`config.mk`:
```
export PLATFORM = sky130hd
export DESIGN_NAME = param_updown_counter
export DESIGN_NICKNAME = d
export VERILOG_FILES = /design/src/rtl/counter_pkg.sv /design/src/rtl/counter_next_calc.sv /design/src/rtl/param_updown_counter.sv
export SDC_FILE = /design/constraint.sdc
export NUM_CORES = 1
export LEC_CHECK = 0
export BUFFER_PORTS_ARGS = -buffer_cell sky130_fd_sc_hd__buf_2
export CORE_UTILIZATION = 50
export CTS_CLUSTER_SIZE = 24
export DETAILED_ROUTE_END_ITERATION = 6
export GPL_TIMING_DRIVEN = 0
export PLACE_DENSITY = 0.81
export SLEW_MARGIN = 15
export SYNTH_ARGS = -nofsm -noshare
export SYNTH_HDL_FRONTEND = slang
export SYNTH_SLANG_ARGS = --single-unit
export TNS_END_PERCENT = 5
```
`constraint.sdc`:
```
create_clock -name clk -period 1.9 [get_ports clk]
set_input_delay 0.38 -clock clk [delete_from_list [all_inputs] [get_ports clk]]
set_output_delay 0.38 -clock clk [all_outputs]
set_load 0.05 [all_outputs]
```
`src/rtl/counter_pkg.sv`:
```
// Shared encodings for the parametrised up/down counter: mode field values
// and direction constants used by both the datapath and its next-state logic.
package counter_pkg;

  localparam logic [1:0] MODE_SAT    = 2'b00;
  localparam logic [1:0] MODE_WRAP   = 2'b01;
  localparam logic [1:0] MODE_BOUNCE = 2'b10;
  localparam logic [1:0] MODE_RSVD   = 2'b11;

  localparam logic DIR_UP   = 1'b1;
  localparam logic DIR_DOWN = 1'b0;

endpackage

```
`src/rtl/counter_next_calc.sv`:
```
// Combinational next-value logic for the counter: applies STEP in the
// selected mode and reports wrap/reversal plus the next bounce direction.
module counter_next_calc
  import counter_pkg::*;
#(
  parameter int unsigned WIDTH   = 4,
  parameter int unsigned MIN_VAL = 0,
  parameter int unsigned MAX_VAL = 12,
  parameter int unsigned STEP    = 1
) (
  input  logic [WIDTH-1:0] cur,
  input  logic             dir,
  input  logic             bdir,
  input  logic [1:0]       mode,
  output logic [WIDTH-1:0] nxt,
  output logic             wrap,
  output logic             bdir_nxt
);

  // Two extra bits: one for the carry out of up, one for the sign of down.
  localparam int unsigned SW = WIDTH + 2;

  localparam logic signed [SW-1:0] MaxS   = SW'(MAX_VAL);
  localparam logic signed [SW-1:0] MinS   = SW'(MIN_VAL);
  localparam logic signed [SW-1:0] StepS  = SW'(STEP);
  localparam logic signed [SW-1:0] RangeS = SW'(MAX_VAL - MIN_VAL + 1);

  logic signed [SW-1:0] cur_s;
  logic signed [SW-1:0] up_s;
  logic signed [SW-1:0] down_s;

  assign cur_s  = $signed({2'b00, cur});
  assign up_s   = cur_s + StepS;
  assign down_s = cur_s - StepS;

  always_comb begin
    nxt      = cur;
    wrap     = 1'b0;
    bdir_nxt = bdir;
    case (mode)
      MODE_WRAP: begin
        if (dir == DIR_UP) begin
          if (up_s > MaxS) begin
            nxt  = WIDTH'(up_s - RangeS);
            wrap = 1'b1;
          end else begin
            nxt = WIDTH'(up_s);
          end
        end else begin
          if (down_s < MinS) begin
            nxt  = WIDTH'(down_s + RangeS);
            wrap = 1'b1;
          end else begin
            nxt = WIDTH'(down_s);
          end
        end
      end
      MODE_BOUNCE: begin
        // Reaching a bound (or already sitting on it) reverses without a stall cycle.
        if (bdir == DIR_UP) begin
          if (up_s >= MaxS) begin
            nxt      = WIDTH'(MAX_VAL);
            bdir_nxt = DIR_DOWN;
            wrap     = 1'b1;
          end else begin
            nxt = WIDTH'(up_s);
          end
        end else begin
          if (down_s <= MinS) begin
            nxt      = WIDTH'(MIN_VAL);
            bdir_nxt = DIR_UP;
            wrap     = 1'b1;
          end else begin
            nxt = WIDTH'(down_s);
          end
        end
      end
      MODE_SAT, MODE_RSVD: begin
        if (dir == DIR_UP) begin
          nxt = (up_s > MaxS) ? WIDTH'(MAX_VAL) : WIDTH'(up_s);
        end else begin
          nxt = (down_s < MinS) ? WIDTH'(MIN_VAL) : WIDTH'(down_s);
        end
      end
      default: ;
    endcase
  end

endmodule

```
`src/rtl/param_updown_counter.sv`:
```
// Parametrised up/down counter with saturate, wrap and bounce modes, terminal
// flags, a wrap pulse and clamped loads with an out-of-range pulse.
module param_updown_counter
  import counter_pkg::*;
#(
  parameter int unsigned WIDTH   = 4,
  parameter int unsigned DATA_W  = 6,
  parameter int unsigned MIN_VAL = 0,
  parameter int unsigned MAX_VAL = 12,
  parameter int unsigned STEP    = 1
) (
  input  logic              clk,
  input  logic              rst,
  input  logic              en,
  input  logic              load,
  input  logic              dir,
  input  logic [1:0]        mode,
  input  logic [DATA_W-1:0] data,
  output logic [WIDTH-1:0]  out,
  output logic              at_max,
  output logic              at_min,
  output logic              wrapped,
  output logic              load_err
);

  // Load compare width covers both the data bus and the counter range.
  localparam int unsigned CW = (DATA_W > WIDTH) ? DATA_W : WIDTH;

  logic [WIDTH-1:0] out_q, out_d;
  logic             bdir_q, bdir_d;
  logic             wrapped_q, wrapped_d;
  logic             load_err_q, load_err_d;

  logic [WIDTH-1:0] calc_nxt;
  logic             calc_wrap;
  logic             calc_bdir;

  logic [CW-1:0]    data_ext;
  logic             above_max;
  logic             below_min;
  logic [WIDTH-1:0] load_val;

  counter_next_calc #(
    .WIDTH   (WIDTH),
    .MIN_VAL (MIN_VAL),
    .MAX_VAL (MAX_VAL),
    .STEP    (STEP)
  ) u_next_calc (
    .cur      (out_q),
    .dir      (dir),
    .bdir     (bdir_q),
    .mode     (mode),
    .nxt      (calc_nxt),
    .wrap     (calc_wrap),
    .bdir_nxt (calc_bdir)
  );

  assign data_ext  = CW'(data);
  assign above_max = data_ext > CW'(MAX_VAL);

  // With a zero lower bound no unsigned value can be below it.
  if (MIN_VAL == 0) begin : g_no_min_check
    assign below_min = 1'b0;
  end else begin : g_min_check
    assign below_min = data_ext < CW'(MIN_VAL);
  end

  always_comb begin
    load_val = data_ext[WIDTH-1:0];
    if (above_max) begin
      load_val = WIDTH'(MAX_VAL);
    end else if (below_min) begin
      load_val = WIDTH'(MIN_VAL);
    end
  end

  always_comb begin
    out_d      = out_q;
    bdir_d     = bdir_q;
    wrapped_d  = 1'b0;
    load_err_d = 1'b0;
    if (en) begin
      if (load) begin
        out_d      = load_val;
        bdir_d     = dir;
        load_err_d = above_max | below_min;
      end else begin
        out_d     = calc_nxt;
        bdir_d    = calc_bdir;
        wrapped_d = calc_wrap;
      end
    end
  end

  always_ff @(posedge clk or negedge rst) begin
    if (!rst) begin
      out_q      <= WIDTH'(MIN_VAL);
      bdir_q     <= DIR_UP;
      wrapped_q  <= 1'b0;
      load_err_q <= 1'b0;
    end else begin
      out_q      <= out_d;
      bdir_q     <= bdir_d;
      wrapped_q  <= wrapped_d;
      load_err_q <= load_err_d;
    end
  end

  assign out      = out_q;
  assign at_max   = (out_q == WIDTH'(MAX_VAL));
  assign at_min   = (out_q == WIDTH'(MIN_VAL));
  assign wrapped  = wrapped_q;
  assign load_err = load_err_q;

endmodule
```
==> flow_summary.json <==
{
  "run_status": "finished, violations left",
  "violations": "setup timing",
  "crit_type": "reg2reg",
  "start_util_pct": 54.33,
  "skew_ns": 0.003933,
  "slew_headroom_pct": 69.30,
  "cp.buffers_inverters": 0,
  "cts_root_buf": "clkbuf_4",
  "period_share_pct": 110.0,
  "async_flop_share_pct": 100.0,
  "grt_max_degree": 11,
  "overflow": 0,
  "topRoutingLayerUsed": "met4",
  "cts_tree": "yes",
  "clk_path_buf_depth": 2,
  "ir_drop_mv": 0.9459,
  "yosysTopAreaCell": "dfrtp_1",
  "wl_met2_um": 1584,
  "met3_length_um": 229,
  "first_pass_iters": 4,
  "slowest_stage": "dfrtp_2",
  "num_rows": 16,
  "clk_latency_ns": 0.25,
  "yosysUniqueCellTypes": 50,
  "synth_commonest_cells": "12 x o21ai_0, 11 x inv_1, 11 x nand2_1, 11 x nor2_1",
  "syn-cell-area_mm2": 0.001099,
  "worstMarginPinSlew_ns": 0.4605,
  "avgRoutedWirePerCell_um": 15.49,
  "detail-route-antenna-nets": 0,
  "worstPathRequired_ns": 2.03,
  "io-pin-count": 21,
  "ff2ff_path_depth": 5,
  "syn_nets": 169,
  "diodes": 0,
  "finalWorstSetupSlack_ns": -0.1901,
  "numCtsBuffers": 3,
  "wl_met1_um": 1321,
  "tns_ns": -0.5201,
  "clock-sinks": 7,
  "dieWidth_um": 48.88,
  "synth_top_area_share_pct": 13.67,
  "antenna_found_initial": 0,
  "finalSetupViolCount": 7,
  "coreArea_mm2": 0.002022,
  "drcViolationCount": 0,
  "syn_to_final_growth_pct": 26.20,
  "synth_enable_flop_cells": 0,
  "ys_seq_area_share_pct": 16.06,
  "yosysWarningCount": 0,
  "routed-via-count": 1244,
  "finalNetCount": 198,
  "finalWeightedCongestion": 0.9335,
  "post-route-min-period_ns": 2.090,
  "syn_area_per_cell_um2": 7.423,
  "path_clk_slew_ns": 0.05,
  "p_per_area_mw_per_mm2": 923.3,
  "syn_inst": 148,
  "slew_viol_final": 0,
  "synth_ff_type": "dfrtp_1",
  "cp_top_family": "compound AO/OA/AOI/OAI gates",
  "grt_usage_pct": 27.61,
  "cp_max_fo": 6,
  "hpwl_um": 2335,
  "critical_path_arrival_ns": 2.22,
  "p_leak_nw": 0.5743,
  "die_area_mm2": 0.002389,
  "cap_violations": 0,
  "yosysMostFrequentCell": "o21ai_0",
  "startpoint_type": "flip-flop",
  "grt_pass1_vias": 1165,
  "fmax_mhz": 478.4,
  "ys_ff_latch": 7,
  "rsz0062_at_grt": "yes",
  "cp_cell_sequence": "ha_2 > o311a_4 > o21a_1 > o41ai_2 > mux2_2",
  "drt-initial-drc-count": 72,
  "power_w": 0.001280,
  "critical_path.max_stage_delay_ns": 0.47,
  "hold_viol": 0,
  "synthTopCellsByArea": "dfrtp_1 14%, ha_1 9.1%, o21ai_0 5.5%, inv_1 3.8%, nand2_1 3.8%",
  "htree_levels": 1,
  "hp-class": "in2async",
  "grt_pass1_wl_um": 5223,
  "endpoint_kind": "flip-flop",
  "fp.dieH_um": 48.88,
  "viasPerCell": 6.128,
  "port_buffers": 20,
  "routed_wl_um": 3144,
  "crit_cells": 5,
  "drive_gt1_share_pct": 33.52
}
## path summary, 6_finish.rpt
kind                                         start                 end  slack (ns)
worst max-delay path            out[0]$_DFFE_PN0P_  out[0]$_DFFE_PN0P_       -0.19
worst min-delay path                           rst  out[3]$_DFFE_PN0P_        0.49
worst max register to register  out[0]$_DFFE_PN0P_  out[0]$_DFFE_PN0P_       -0.19
worst min register to register  bdir_q$_DFFE_PN1P_  bdir_q$_DFFE_PN1P_        0.81
max in group asynchronous                      rst  bdir_q$_DFFE_PN1P_        1.19
min in group clk                           data[4]  load_err$_DFF_PN0_        0.53
## layout by cell type (no fill, tap or decap), types with 4 or more instances in the layout
cell type,instances
a21oi_1,7
a31oi_1,4
and3_1,4
buf_2,19
buf_4,7
clkbuf_1,6
inv_1,9
nand2_1,11
nand2b_1,5
nor2_1,11
nor2b_1,4
o21ai_0,11
## report_power, final
part           switching [W]  internal, W  leakage [nW]
logic               0.000544     0.000368         0.479
clock network      0.0000548    0.0000801        0.0150
registers          0.0000470     0.000186        0.0803
total               0.000645     0.000635         0.574
## registers in the layout (all words and copies together) (netlist names)
register / flops
wrapped: 1
out: 4
load_err: 1
bdir_q: 1
## layer usage
metal	vias to the layer above	global-route usage, %
met2	66	45.83
met4	0	9.314
met1	568	34.98
met3	2	6.231
met5	-	0
li1	608	-
## per-stage QoR
stage	worst slack, ns	util, %	hold WS (ns)	instance area [µm²]	instances
after global placement	-0.4049	61.51	0.2090	1244	195
after global routing	-0.2513	68.56	0.5086	1386	203
after detailed placement	-0.3784	61.51	0.2172	1244	195
after floorplan	-0.2364	-	0.08441	1110	148
after CTS	-0.2347	65.47	0.4785	1324	203
final	-0.1901	68.56	0.4871	1386	203
## repair_timing
| item | CTS | global route |
|---|---|---|
| setup endpoints to repair | 8 | 8 |
| hold buffers | 1 | 0 |
| resized for setup | 8 | 12 |
| hold endpoints to repair | 6 | 0 |
| pin swaps | 1 | 2 |
| buffers inserted | 4 | 0 |
## cell type report
cell class	instances	area (µm²)
Multi-Input combinational cell	118	893.4
Timing Repair Buffer	25	148.9
Tap cell	27	33.78
Buffer	10	55.05
Fill cell	166	635.6
Inverter	12	48.80
Sequential cell	7	180.2
Clock buffer	4	26.28
## logic make-up after synthesis
group / count (synthesis) / share of synthesized area [%]
AO/OA/AOI/OAI: 53 / 35.54
AND/OR/NAND/NOR: 52 / 25.51
buffers and inverters: 23 / 9.225
adder cells (fa/ha/maj): 8 / 9.112
flip-flops: 7 / 16.06
multiplexers: 3 / 2.961
XOR/XNOR: 2 / 1.595
Power figures use the tool's default switching activity.
